## src/rtl/backend_stall_ctrl_if.sv

```systemverilog
// rtl/backend_stall_ctrl_if.sv - backend stall/flush sequencer signal bundle
//
// Purpose: groups the event inputs and stall/control outputs of
//          backend_stall_ctrl. When STALL_PERF_EN is defined the bundle
//          also carries the 32-bit performance counters.
// Modports:
//   master : pipeline side; drives the event inputs, observes stall controls
//   slave  : backend_stall_ctrl; consumes events, drives stall controls
// Signals:
//   ex_div_req, div_done, ex_dc_miss, dc_data_ok, wb_flush_csr, mem_br,
//   wb_idle, intr_pending                    (master -> slave)
//   stall_ex, stall_ex_buf, stall_dcache, stall_dcache_buf, stall_front,
//   div_cancel, idle_wake, hang              (slave -> master)
//   perf_div_stall, perf_dc_stall, perf_idle_cyc (STALL_PERF_EN only)
interface backend_stall_ctrl_if;
  logic ex_div_req;
  logic div_done;
  logic ex_dc_miss;
  logic dc_data_ok;
  logic wb_flush_csr;
  logic mem_br;
  logic wb_idle;
  logic intr_pending;
  logic stall_ex;
  logic stall_ex_buf;
  logic stall_dcache;
  logic stall_dcache_buf;
  logic stall_front;
  logic div_cancel;
  logic idle_wake;
  logic hang;
`ifdef STALL_PERF_EN
  logic [31:0] perf_div_stall;
  logic [31:0] perf_dc_stall;
  logic [31:0] perf_idle_cyc;
`endif

  modport master (
    output ex_div_req, div_done, ex_dc_miss, dc_data_ok,
           wb_flush_csr, mem_br, wb_idle, intr_pending,
    input  stall_ex, stall_ex_buf, stall_dcache, stall_dcache_buf,
           stall_front, div_cancel, idle_wake, hang
`ifdef STALL_PERF_EN
    , input perf_div_stall, perf_dc_stall, perf_idle_cyc
`endif
  );

  modport slave (
    input  ex_div_req, div_done, ex_dc_miss, dc_data_ok,
           wb_flush_csr, mem_br, wb_idle, intr_pending,
    output stall_ex, stall_ex_buf, stall_dcache, stall_dcache_buf,
           stall_front, div_cancel, idle_wake, hang
`ifdef STALL_PERF_EN
    , output perf_div_stall, perf_dc_stall, perf_idle_cyc
`endif
  );
endinterface

```

## src/rtl/backend_stall_ctrl.sv

```systemverilog
// rtl/backend_stall_ctrl.sv - central stall/flush sequencer for the EX->MEM->WB backend
//
// Purpose: generates divider and dcache stalls (plus one-cycle delayed _buf
//          copies), arbitrates them against CSR flush and MEM branch redirect,
//          sequences the IDLE instruction and runs a hang watchdog.
// Ports:
//   clk  : clock
//   rstn : synchronous active-low reset
//   bus  : backend_stall_ctrl_if.slave (event inputs, stall/control outputs)
// Parameters:
//   TIMEOUT : wait cycles per outstanding event before hang is flagged
//   CNT_W   : watchdog counter width, 2^CNT_W > TIMEOUT
// Optional feature: STALL_PERF_EN adds perf_div_stall / perf_dc_stall /
//   perf_idle_cyc cycle counters on the bus.
module backend_stall_ctrl #(
  parameter int TIMEOUT = 1023,
  parameter int CNT_W   = 10
) (
  input  logic                  clk,
  input  logic                  rstn,
  backend_stall_ctrl_if.slave   bus
);

  localparam logic [0:0] ST_RUN  = 1'b0;
  localparam logic [0:0] ST_IDLE = 1'b1;

  localparam logic [CNT_W-1:0] TIMEOUT_C = CNT_W'(TIMEOUT);
  localparam logic [CNT_W-1:0] CNT_MAX   = {CNT_W{1'b1}};

  logic             div_busy;
  logic             dc_busy;
  logic [0:0]       state;
  logic [CNT_W-1:0] wd_cnt;
  logic             hang_r;
  logic             stall_ex_q;
  logic             stall_dc_q;

  logic div_start, div_wait, div_kill, stall_ex_c;
  logic dc_start, dc_wait, dc_kill, stall_dc_c;
  logic in_idle;

  // A new wait only starts when no wait is outstanding; the done pulse of an
  // outstanding wait releases the pipeline in the same cycle.
  assign div_start = bus.ex_div_req & ~div_busy & ~bus.div_done;
  assign div_wait  = div_start | (div_busy & ~bus.div_done);
  assign dc_start  = bus.ex_dc_miss & ~dc_busy;
  assign dc_wait   = dc_start | (dc_busy & ~bus.dc_data_ok);

  // A MEM branch only kills a wait that has not started yet (younger insn);
  // an outstanding wait belongs to an older instruction and survives.
  assign div_kill = bus.wb_flush_csr | (bus.mem_br & ~div_busy);
  assign dc_kill  = bus.wb_flush_csr | (bus.mem_br & ~dc_busy);

  // Combinational outputs are gated by rstn so everything reads 0 in reset.
  assign stall_ex_c = rstn & div_wait & ~div_kill;
  assign stall_dc_c = rstn & dc_wait & ~dc_kill;
  assign in_idle    = (state == ST_IDLE);

  assign bus.stall_ex         = stall_ex_c;
  assign bus.stall_dcache     = stall_dc_c;
  assign bus.stall_ex_buf     = stall_ex_q;
  assign bus.stall_dcache_buf = stall_dc_q;
  assign bus.stall_front      = in_idle;
  assign bus.div_cancel       = rstn & bus.wb_flush_csr & (div_busy | bus.ex_div_req);
  assign bus.idle_wake        = rstn & in_idle & bus.intr_pending & ~bus.wb_flush_csr;
  assign bus.hang             = rstn & (hang_r | (wd_cnt == TIMEOUT_C));

  always_ff @(posedge clk) begin
    if (!rstn) begin
      div_busy   <= 1'b0;
      dc_busy    <= 1'b0;
      state      <= ST_RUN;
      wd_cnt     <= '0;
      hang_r     <= 1'b0;
      stall_ex_q <= 1'b0;
      stall_dc_q <= 1'b0;
    end else begin
      stall_ex_q <= stall_ex_c;
      stall_dc_q <= stall_dc_c;

      if (bus.wb_flush_csr) begin
        div_busy <= 1'b0;
      end else if (div_busy) begin
        if (bus.div_done) div_busy <= 1'b0;
      end else if (div_start & ~bus.mem_br) begin
        div_busy <= 1'b1;
      end

      if (bus.wb_flush_csr) begin
        dc_busy <= 1'b0;
      end else if (dc_busy) begin
        if (bus.dc_data_ok) dc_busy <= 1'b0;
      end else if (dc_start & ~bus.mem_br) begin
        dc_busy <= 1'b1;
      end

      if (div_busy | dc_busy) begin
        if (wd_cnt != CNT_MAX) wd_cnt <= wd_cnt + 1'b1;
      end else begin
        wd_cnt <= '0;
      end
      if (wd_cnt == TIMEOUT_C) hang_r <= 1'b1;

      case (state)
        ST_RUN:  if (bus.wb_idle & ~bus.wb_flush_csr) state <= ST_IDLE;
        ST_IDLE: if (bus.wb_flush_csr | bus.intr_pending) state <= ST_RUN;
        default: state <= ST_RUN;
      endcase
    end
  end

`ifdef STALL_PERF_EN
  logic [31:0] perf_div_q;
  logic [31:0] perf_dc_q;
  logic [31:0] perf_idle_q;

  always_ff @(posedge clk) begin
    if (!rstn) begin
      perf_div_q  <= '0;
      perf_dc_q   <= '0;
      perf_idle_q <= '0;
    end else begin
      if (stall_ex_c) perf_div_q  <= perf_div_q + 32'd1;
      if (stall_dc_c) perf_dc_q   <= perf_dc_q + 32'd1;
      if (in_idle)    perf_idle_q <= perf_idle_q + 32'd1;
    end
  end

  assign bus.perf_div_stall = perf_div_q;
  assign bus.perf_dc_stall  = perf_dc_q;
  assign bus.perf_idle_cyc  = perf_idle_q;
`endif

endmodule

```

## src/flat_wrapper.sv

```systemverilog
// flat-port wrapper written by rule: the top's interface ports become plain ports
module backend_stall_ctrl_flat 
#(
  parameter int TIMEOUT = 1023,
  parameter int CNT_W   = 10
)
  (clk, rstn, bus_ex_div_req, bus_div_done, bus_ex_dc_miss, bus_dc_data_ok, bus_wb_flush_csr, bus_mem_br, bus_wb_idle, bus_intr_pending, bus_stall_ex, bus_stall_ex_buf, bus_stall_dcache, bus_stall_dcache_buf, bus_stall_front, bus_div_cancel, bus_idle_wake, bus_hang);
  backend_stall_ctrl_if bus_i ();
  input  logic clk;
  input  logic rstn;
  input wire logic [$bits(bus_i.ex_div_req)-1:0] bus_ex_div_req;
  input wire logic [$bits(bus_i.div_done)-1:0] bus_div_done;
  input wire logic [$bits(bus_i.ex_dc_miss)-1:0] bus_ex_dc_miss;
  input wire logic [$bits(bus_i.dc_data_ok)-1:0] bus_dc_data_ok;
  input wire logic [$bits(bus_i.wb_flush_csr)-1:0] bus_wb_flush_csr;
  input wire logic [$bits(bus_i.mem_br)-1:0] bus_mem_br;
  input wire logic [$bits(bus_i.wb_idle)-1:0] bus_wb_idle;
  input wire logic [$bits(bus_i.intr_pending)-1:0] bus_intr_pending;
  output wire logic [$bits(bus_i.stall_ex)-1:0] bus_stall_ex;
  output wire logic [$bits(bus_i.stall_ex_buf)-1:0] bus_stall_ex_buf;
  output wire logic [$bits(bus_i.stall_dcache)-1:0] bus_stall_dcache;
  output wire logic [$bits(bus_i.stall_dcache_buf)-1:0] bus_stall_dcache_buf;
  output wire logic [$bits(bus_i.stall_front)-1:0] bus_stall_front;
  output wire logic [$bits(bus_i.div_cancel)-1:0] bus_div_cancel;
  output wire logic [$bits(bus_i.idle_wake)-1:0] bus_idle_wake;
  output wire logic [$bits(bus_i.hang)-1:0] bus_hang;
  assign bus_i.ex_div_req = bus_ex_div_req;
  assign bus_i.div_done = bus_div_done;
  assign bus_i.ex_dc_miss = bus_ex_dc_miss;
  assign bus_i.dc_data_ok = bus_dc_data_ok;
  assign bus_i.wb_flush_csr = bus_wb_flush_csr;
  assign bus_i.mem_br = bus_mem_br;
  assign bus_i.wb_idle = bus_wb_idle;
  assign bus_i.intr_pending = bus_intr_pending;
  assign bus_stall_ex = bus_i.stall_ex;
  assign bus_stall_ex_buf = bus_i.stall_ex_buf;
  assign bus_stall_dcache = bus_i.stall_dcache;
  assign bus_stall_dcache_buf = bus_i.stall_dcache_buf;
  assign bus_stall_front = bus_i.stall_front;
  assign bus_div_cancel = bus_i.div_cancel;
  assign bus_idle_wake = bus_i.idle_wake;
  assign bus_hang = bus_i.hang;
  backend_stall_ctrl #(.TIMEOUT(TIMEOUT), .CNT_W(CNT_W)) u_core (.clk(clk), .rstn(rstn), .bus(bus_i));
endmodule
```

## config.mk

```make
export PLATFORM = sky130hd
export DESIGN_NAME = backend_stall_ctrl_flat
export DESIGN_NICKNAME = d
export VERILOG_FILES = /design/src/rtl/backend_stall_ctrl_if.sv /design/src/rtl/backend_stall_ctrl.sv /design/src/flat_wrapper.sv
export SDC_FILE = /design/constraint.sdc
export NUM_CORES = 1
export LEC_CHECK = 0
export BUFFER_PORTS_ARGS = -buffer_cell sky130_fd_sc_hd__buf_2
export CAP_MARGIN = 20
export CORE_MARGIN = 2
export CORE_UTILIZATION = 45
export CTS_CLUSTER_DIAMETER = 60
export DETAILED_ROUTE_END_ITERATION = 6
export GPL_TIMING_DRIVEN = 0
export PLACE_DENSITY = 0.74
export SLEW_MARGIN = 30
export SYNTH_ARGS = -nofsm -noshare
export SYNTH_HDL_FRONTEND = slang
export SYNTH_SLANG_ARGS = --single-unit
```

## constraint.sdc

```tcl
create_clock -name clk -period 1.3 [get_ports clk]
set_clock_uncertainty 0.1 [all_clocks]
set_input_delay 0.13 -clock clk [delete_from_list [all_inputs] [get_ports clk]]
set_output_delay 0.13 -clock clk [all_outputs]
set_load 0.005 [all_outputs]
```

# Word-level counts from Yosys, hierarchy flattened
# Cells that the tools add are included.
# totals
ff_bits	16
latch_bits	0
ramBits	0
rom_bits	0
input_bits	10
out_inout_bits	8
wordCells	59
mem_count	0
# op_classes
n_addsub	1
multipliers	0
div_mod_pow	0
order_cmp	0
n_eq_ne	2
shift	0
mux	9
n_bitwise	38
reduce_logical	2
# ops
cell	n
$and 1x1->1	20
$add 10x1->10 const B	1
$eq 10x10->1 const B	1
$ne 10x10->1 const B	1
$not 1->1	10
$mux 1	8
$or 1x1->1	8
$pmux 1 s2	1
$reduce_and 2->1	1
$reduce_or 2->1	1

# Longest topological paths before layout
# Gate-level depths: netlist of the first run.
# logic_depth
word_depth	6
ltp_mapped	4
depth_no_buf	4

# Worst setup path after synthesis of the first run
# OpenSTA, ideal clock, no wires.
# synth_path
path_kind	reg-to-output
start	reg u_core.wd_cnt[0]
end	out bus_hang
arrival_time_ns	1.087
path_slack_ns	-0.017
path_stages_with_launch	5
path_buffers	0
path_cell_list	dfxtp_1 > ha_1 > and3_2 > nand3_4 > a21boi_0
# synth_via
elab_chain_cells	3
# synth_lines
element	line	rtl
from (decl)	backend_stall_ctrl.sv:33	logic [CNT_W-1:0] wd_cnt;
from (signal assigned)	backend_stall_ctrl.sv:98	if (wd_cnt != CNT_MAX) wd_cnt <= wd_cnt + 1'b1;
$eq 10x10->1	backend_stall_ctrl.sv:66	assign bus.hang = rstn & (hang_r | (wd_cnt == TIMEOUT_C));
$or 1x1->1	backend_stall_ctrl.sv:66	
$and 1x1->1	backend_stall_ctrl.sv:66	
to (decl)	flat_wrapper.sv:26	output wire logic [$bits(bus_i.hang)-1:0] bus_hang;
# Every way passes these cells.

# Final worst setup path of the first run
# layout_path
start	reg u_core.wd_cnt[1]
end	out bus_hang
# Same word-level chain as after synthesis.

==> impl_metrics.yaml, run 1 <==
outcome:
  status: "finished, violations left"
  failed_checks: "setup timing"
synth:
  synth_cells: 82
  synthXorXnorAreaFrac_pct: 0
  synthFlopType: "dfxtp_1"
  synthSimpleGateAreaFrac_pct: 27.4
  synth-seq-area-share_pct: 44.1
  yosysMostFrequentCell: "dfxtp_1"
  synth_top_area_share_pct: 44.1
  synth-compound-area-share_pct: 20.5
  synth_nets: 93
  synth_top_family_by_area: "simple AND/OR/NAND/NOR gates"
  ys_ff_latch: 16
  synthAdderAreaFrac_pct: 1.72
  avgSynthCellArea_um2: 8.85
  syn_area_um2: 726
  ys_warn_count: 0
  synth_mux_area_share_pct: 4.14
  netlist_top_cells_count: "dfxtp_1 (16), nand2_1 (6), nor2_1 (6)"
  yosysTopAreaCell: "dfxtp_1"
  ys_top_cells_by_area: "dfxtp_1 (44%), mux2i_1 (4.1%), a21oi_1 (3.4%)"
  async_flop_share_pct: 0
  synth.distinct_cells: 29
  synth_edf_count: 0
cells_and_area:
  nFillCells: 110
  nets: 127
  fin_area_um2: 1050
  drive_gt1_share_pct: 48.7
  area_delta_synth_final_pct: 44.1
  n_antenna_cell: 0
  layout.cells.non_filler: 131
drt:
  viasPerCell: 5.82
  drtAntennaViolNets: 0
  drc: 0
  drtPass1Iterations: 4
  drt_iter0_markers: 28
  wl_um: 1860
  via_count: 763
  routedWlPerCell_um: 14.2
grt:
  grt_max_degree: 10
  grt_pass1_vias: 660
  grt_remaining_overflow: 0
  grt_use_total_pct: 18.8
  grt_pass1_wl_um: 2710
  antenna_found_initial: 0
sta:
  worst_slack_ns: -0.226
  rsz0062_at_grt: "yes"
  post-route-period-util_pct: 117
  tightest_slew_ns: 0.502
  slew_headroom_pct: 66.3
  finalHoldViolCount: 0
  finalSetupViolations: 12
  tns_ns: -1.00
  max_freq_mhz: 655
  slew_viol_final: 0
  finalCriticalPeriod_ns: 1.53
placed_design:
  dp.cells: 115
  dp_hpwl_um: 1110
  gp_congestion: 0.855
  placed_area_um2: 831
  port_buffers: 17
  dp_slack_ns: -0.167
worst_setup_path:
  cp-start-kind: "flip-flop"
  endpoint_kind: "primary output"
  cp_data_required_time_ns: 1.07
  rr_startpoint: "u_core.wd_cnt[1]$_SDFFE_PN0P_"
  cp-startpoint: "u_core.wd_cnt[1]$_SDFFE_PN0P_"
  setup.worst_path.class: "flip-flop to primary output"
  critPathMaxFanout: 2
  worst_ep_arrival_time_ns: 1.30
floorplan:
  io_pins: 18
  start_util_pct: 48.2
  die_h_um: 44.2
  coreArea_um2: 1510
  num_rows: 14
  die_x_um: 44.2
  dieArea_um2: 1950
pwr:
  peakVddDrop_v: 0.000600
  cellPowerDensity_nw_per_um2: 866
  cellLeakagePower_nw: 0.429
flow_run:
  max_cap_viol_count: 0
clock_network:
  cts-buffers-inserted: 3
  insertion_delay_ns: 0.29
  clkSinkCount: 16
  path_clk_slew_ns: 0.10
  tritoncts: "built"
  htreeDepth: 1
  clockBufferDepth: 2
  cts_root_buffer: "clkbuf_4"
hold_path:
  hold_start: "rstn"
  hp-class: "primary input to flip-flop"
-- registers in the layout, indices dropped and copies added (netlist names) --
register and cells:
u_core.bus.stall_front 1, u_core.dc_busy 1, u_core.div_busy 1, u_core.bus.stall_ex_buf 1, u_core.hang_r 1, u_core.bus.stall_dcache_buf 1
u_core.wd_cnt 10
-- path summary, 6_finish.rpt --
path / to / slack [ns] / depth (start not counted)
worst max-delay path: bus_hang / -0.23 / 5
worst min-delay path: u_core.hang_r$_SDFFE_PN0N_ / 0.04 / 2
worst max register to register: u_core.wd_cnt[5]$_SDFFE_PN0P_ / -0.16 / 6
worst min register to register: u_core.wd_cnt[4]$_SDFFE_PN0P_ / 0.41 / 2
-- layout make-up --
| class | count | area, um^2 | share of cell area [%] |
|---|---|---|---|
| repair buffers | 29 | 184 | 17.6 |
| multi-input cells | 62 | 457 | 43.7 |
| flip-flops and latches | 16 | 334 | 31.9 |
| plain buffers | 1 | 3.75 | 0.359 |
| inverters | 3 | 11.3 | 1.08 |
| clock buffers | 4 | 36.3 | 3.47 |
| well taps | 16 | 20.0 | 1.91 |
-- where the power goes --
group | internal [mW] | leakage, nW | switching [mW]
Clock | 0.170 | 0.0210 | 0.164
Combinational | 0.0396 | 0.274 | 0.0338
Sequential | 0.494 | 0.134 | 0.00457
-- kinds of logic after synthesis --
kind of cell	count (synthesis)
flip-flops	16
AND/OR/NAND/NOR	35
adder cells (fa/ha/maj)	1
AO/OA/AOI/OAI	23
buffers and inverters	4
multiplexers	3
-- routing by layer --
layer  GRT usage, %  wire, um
met5              0         0
met4           10.3        16
met3           4.08        87
met2           29.7       940
met1           23.7       810
-- through the flow --
stage,utilization [%],hold WS (ns),total power [mW]
finish,69.4,0.0354,0.906
global route,69.4,0.0421,0.929
CTS,65.1,0.0290,0.906
detailed placement,55.1,0.233,0.560
global placement,55.1,0.227,0.558
floorplan,-,0.109,0.533
-- placed cells by master, fill, tap and decap left out, types with 2 or more instances in the layout --
cell and n:
nand3_1 2, nor2_1 5, a21oi_2 3, nand3_4 2, a211oi_1 2, or3_1 2
nand2b_1 2, dfxtp_1 7, a21oi_1 2, and3_2 3, nand2_1 6, mux2i_1 3
buf_4 9, inv_1 3, dlygate4sd3_1 2, nor3_1 3, clkbuf_4 3, o21ai_0 4
buf_2 17, dfxtp_2 8, a31oi_1 4
-- worst max-delay path: stages (launching register included) --
cell and delay (ns):
dfxtp_2 0.37, ha_4 0.14, and3_4 0.20, nand3_4 0.07, a21boi_2 0.12, buf_2 0.12
-- what timing repair did --
action	CTS	global route
setup endpoints to repair	11	12
hold buffers	2	0
gates cloned	0	0
resized for setup	11	15
setup buffers	8	3
hold endpoints to repair	3	0
pin swaps	3	6
Note: power is estimated with default switching activity, not from simulation.
==> run 2: changes to the inputs <==
- TNS_END_PERCENT: default -> 30
==> run 2 against run 1 <==
The run still ends with setup timing left. Worst setup slack better by 0.015 ns. Non-clock buffer count down 2. Global-route usage did not move.
==> impl_metrics.yaml, run 2 (synthesized netlist as in run 1, its figures left out) <==
cells_and_area:
  nFillCells: 112
  area_delta_synth_final_pct: 38.6
  n_antenna_cell: 0
  nets: 125
  drive_gt1_share_pct: 44.2
  final_cell_mix: "buf_2 (17), dfxtp_2 (9), buf_4 (8), dfxtp_1 (7), nand2_1 (6)"
  largest_register: "u_core.wd_cnt"
  final_common_cell: "buf_2"
  largest_reg_flops: 10
worst_setup_path:
  cp_data_required_time_ns: 1.07
  r2r_slack_ns: -0.08
  rr_startpoint: "u_core.wd_cnt[1]$_SDFFE_PN0P_"
  endpoint_kind: "primary output"
  cp-start-kind: "flip-flop"
  reg2reg_to: "u_core.wd_cnt[9]$_SDFFE_PN0P_"
  worst_ep_arrival_time_ns: 1.28
  r2r_cells: 5
  cp-startpoint: "u_core.wd_cnt[1]$_SDFFE_PN0P_"
  endpoint: "bus_hang"
  setup.worst_path.class: "flip-flop to primary output"
  critPathMaxFanout: 2
grt:
  grt_use_total_pct: 18.8
  antenna_found_initial: 0
  grt_max_degree: 10
  grt_pass1_wl_um: 2710
  grt_remaining_overflow: 0
  grt_pass1_vias: 660
outcome:
  status: "finished, violations left"
  failed_checks: "setup timing"
drt:
  routedWlPerCell_um: 13.2
  drt_iter0_markers: 9
  viasPerCell: 5.67
  drtAntennaViolNets: 0
  wl_um: 1700
  drtPass1Iterations: 4
  via_count: 731
  drc: 0
floorplan:
  die_x_um: 44.2
  die_h_um: 44.2
  io_pins: 18
  coreArea_um2: 1510
  num_rows: 14
  start_util_pct: 48.2
  dieArea_um2: 1950
sta:
  max_freq_mhz: 662
  finalCriticalPeriod_ns: 1.51
  finalHoldViolCount: 0
  post-route-period-util_pct: 116
  tightest_slew_ns: 0.444
  slew_viol_final: 0
  tns_ns: -0.376
  slew_headroom_pct: 70.2
  rsz0062_at_grt: "yes"
  worst_slack_ns: -0.212
  finalSetupViolations: 5
  whs_ns: 0.0419
clock_network:
  path_clk_slew_ns: 0.10
  clkSinkCount: 16
  cts-buffers-inserted: 3
  tritoncts: "built"
  insertion_delay_ns: 0.28
  htreeDepth: 1
  clockBufferDepth: 2
  cts_root_buffer: "clkbuf_4"
pwr:
  cellPowerDensity_nw_per_um2: 892
  peakVddDrop_v: 0.000581
  cellLeakagePower_nw: 0.418
placed_design:
  dp_hpwl_um: 1110
  port_buffers: 17
  gp_congestion: 0.855
hold_path:
  hp-class: "primary input to flip-flop"
flow_run:
  max_cap_viol_count: 0
## run 2: how the worst min path moves through the flow
stage | endpoint | from | cells past startpoint | slack, ns
floorplan | u_core.bus.stall_ex_buf$_SDFF_PN0_ | bus_div_done | 1 | 0.11
finish | u_core.hang_r$_SDFFE_PN0N_ | rstn | 2 | 0.04
global route | u_core.hang_r$_SDFFE_PN0N_ | rstn | 2 | 0.04
global placement | u_core.bus.stall_ex_buf$_SDFF_PN0_ | bus_div_done | 2 | 0.23
detailed placement | u_core.div_busy$_SDFF_PP0_ | bus_div_done | 2 | 0.23
CTS | u_core.hang_r$_SDFFE_PN0N_ | rstn | 2 | 0.03
## run 2: layout make-up
class | count | area [um^2] | share of cell area, %
Buffer | 1 | 3.75 | 0.373
Clock buffer | 4 | 36.3 | 3.61
Inverter | 3 | 11.3 | 1.12
Multi-Input combinational cell | 62 | 438 | 43.5
Sequential cell | 16 | 332 | 33.0
Tap cell | 16 | 20.0 | 1.99
Timing Repair Buffer | 27 | 165 | 16.4
## run 2: metal layers
| metal | wire [um] | share of wire, % | GRT usage [%] | up-vias |
|---|---|---|---|---|
| li1 | - | - | - | 369 |
| met4 | 9 | 0.53 | 10.3 | 0 |
| met2 | 886 | 52 | 29.7 | 16 |
| met3 | 67 | 3.9 | 4.08 | 2 |
| met1 | 739 | 43 | 23.7 | 344 |
| met5 | 0 | 0 | 0 | - |
## run 2: what timing repair did
action / 4_1_cts / 5_1_grt
endpoints found under the setup margin: 11 / 12
buffers inserted: 8 / 1
hold buffers: 2 / 0
pin swaps: 3 / 3
gates resized for setup: 11 / 9
endpoints found under the hold margin: 3 / 0
## run 2: power by group
part	leakage (nW)	switching (mW)	internal [mW]
Combinational	0.263	0.0322	0.0388
Sequential	0.134	0.00436	0.496
Clock	0.0210	0.157	0.170
## run 2: critical path, stage by stage (launching register included)
cell      delay (ns)
dfxtp_2         0.36
ha_4            0.13
and3_4          0.20
nand3_4         0.07
a21boi_2        0.12
buf_2           0.12
## run 2: per-stage QoR
step,util (%),cell area (um^2),worst slack [ns],std cells,power [mW]
after CTS,65.1,981,-0.233,129,0.906
after global placement,55.1,831,-0.141,115,0.558
after floorplan,-,726,0.0161,82,0.533
after detailed placement,55.1,831,-0.167,115,0.560
final,66.8,1010,-0.212,129,0.898
after global routing,66.8,1010,-0.278,129,0.929
==> run 3: changes to the inputs <==
- CORE_UTILIZATION: 45 -> 49
- PLACE_DENSITY: 0.74 -> 0.76
- clock period: 1.3 -> 1.7 ns (I/O delays scaled with it)
==> run 3 against run 2 <==
The flow now finishes without violations. Flip-flop and latch count unchanged. Final cell count down 6.2%. Combinational power shrank 43%. Count of clock-buffer cells in the layout shrank 1. First-iteration DRC count increased by 110%. Critical endpoint unchanged. Largest cell class unchanged. Largest power group unchanged.
==> impl_metrics.yaml, run 3 (synthesized netlist as in run 1, its figures left out) <==
outcome:
  status: "complete, no violations"
cells_and_area:
  layout.cells.non_filler: 121
  nFillCells: 132
  drive_gt1_share_pct: 30.2
  final_core_util_pct: 67.0
  fin_area_um2: 905
  final_common_cell: "buf_2"
  ff_latch_area_um2: 324
  largest_register: "u_core.wd_cnt"
  multi_input_area_um2: 407
  area_delta_synth_final_pct: 24.7
  largest_reg_flops: 10
  final_cell_mix: "buf_2 (17), dfxtp_1 (13), nor2_1 (6), nand2_1 (6), a21oi_1 (5)"
  nets: 119
  n_antenna_cell: 0
hold_path:
  hold_start: "bus_wb_idle"
  hp-class: "primary input to flip-flop"
  hold_path_depth: 3
  hold_end: "u_core.bus.stall_front$_SDFF_PN0_"
placed_design:
  dp.cells: 114
  port_buffers: 17
  gp_congestion: 0.795
  placed_area_um2: 830
  dp_hpwl_um: 1060
clock_network:
  path_clk_slew_ns: 0.09
  clkSinkCount: 16
  insertion_delay_ns: 0.29
  tritoncts: "built"
  cts-buffers-inserted: 3
  clockBufferDepth: 2
  htreeDepth: 1
  cts_root_buffer: "clkbuf_4"
pwr:
  cellPowerDensity_nw_per_um2: 691
  cellLeakagePower_nw: 0.378
  peakVddDrop_v: 0.000417
worst_setup_path:
  setup.worst_path.class: "flip-flop to primary output"
  worst_ep_arrival_time_ns: 1.35
  reg2reg_to: "u_core.wd_cnt[5]$_SDFFE_PN0P_"
  cp-start-kind: "flip-flop"
  rr_startpoint: "u_core.wd_cnt[0]$_SDFFE_PN0P_"
  r2r_slack_ns: 0.33
  r2r_cells: 5
  endpoint_kind: "primary output"
  cp_data_required_time_ns: 1.43
  critPathMaxFanout: 4
drt:
  wl_um: 1540
  drt_iter0_markers: 19
  via_count: 696
  viasPerCell: 5.75
  drtPass1Iterations: 4
  routedWlPerCell_um: 12.7
  drc: 0
  drtAntennaViolNets: 0
sta:
  slew_headroom_pct: 68.4
  tns_ns: 0
  post-route-period-util_pct: 95.6
  finalHoldViolCount: 0
  rsz0062_at_grt: "no"
  tightest_slew_ns: 0.471
  slew_viol_final: 0
  whs_ns: 0.0103
  finalCriticalPeriod_ns: 1.62
  finalSetupViolations: 0
  max_freq_mhz: 616
floorplan:
  die_h_um: 42.5
  num_rows: 13
  io_pins: 18
  dieArea_um2: 1800
  coreArea_um2: 1350
  start_util_pct: 53.8
  die_x_um: 42.5
grt:
  grt_use_total_pct: 18.3
  use_met1_pct: 23.8
  use_met2_pct: 26.8
  grt_remaining_overflow: 0
  grt_max_degree: 9
  grt_pass1_vias: 604
  top_usage_layer: "met2"
  grt_pass1_wl_um: 2500
  grt_use_met3_pct: 6.47
  antenna_found_initial: 0
flow_run:
  max_cap_viol_count: 0
[run 3: changes by cell type in the layout (fill, tap and decap cells not counted), sizes merged]
cell         change
dlygate4sd3      -1
clkbuf           -1
buf              -5
[run 3: power by group]
part / leakage, nW / switching [mW] / internal, mW
combinational: 0.233 / 0.0196 / 0.0211
clock: 0.0138 / 0.119 / 0.0826
sequential: 0.131 / 0.00335 / 0.379
[run 3: worst max-delay path by stage]
stage	depth (start not counted)	endpoint	startpoint	slack [ns]
after floorplan	4	bus_hang	u_core.wd_cnt[0]$_SDFFE_PN0P_	0.34
after global placement	5	bus_hang	u_core.wd_cnt[0]$_SDFFE_PN0P_	0.19
after detailed placement	5	bus_hang	u_core.wd_cnt[0]$_SDFFE_PN0P_	0.18
after CTS	5	bus_hang	u_core.wd_cnt[0]$_SDFFE_PN0P_	0.04
after global routing	4	bus_hang	u_core.wd_cnt[7]$_SDFFE_PN0P_	0.0009
final	5	bus_hang	u_core.wd_cnt[0]$_SDFFE_PN0P_	0.08
[run 3: cell type report]
class	instances	share of cell area [%]
inverters	3	1.24
flip-flops and latches	16	35.8
repair buffers	21	13.0
multi-input cells	62	45.0
plain buffers	1	0.415
well taps	15	2.07
clock buffers	3	2.49
[run 3: critical path: stages, from the launching register on]
cell and delay [ns]:
dfxtp_2 0.38, ha_4 0.15, and3_4 0.21, nand3_4 0.07
a21boi_1 0.13, buf_2 0.12
[run 3: metal layers]
layer	wire length (um)	up-vias
li1	-	356
met1	729	321
met2	720	15
met3	59	4
met4	27	0
met5	0	-
[run 3: timing repair]
action	in CTS	in global routing
endpoints found under the setup margin	1	1
pin swaps	0	0
hold endpoints to repair	2	0
hold buffers	1	0
buffers inserted	1	2
resized for setup	5	2
[run 3: through the flow]
stage	setup slack, ns	power (mW)
2_1_floorplan	0.343	0.408
3_3_place_gp	0.193	0.427
3_5_place_dp	0.183	0.428
4_1_cts	0.0418	0.628
5_1_grt	0.000886	0.656
6_report	0.0756	0.625
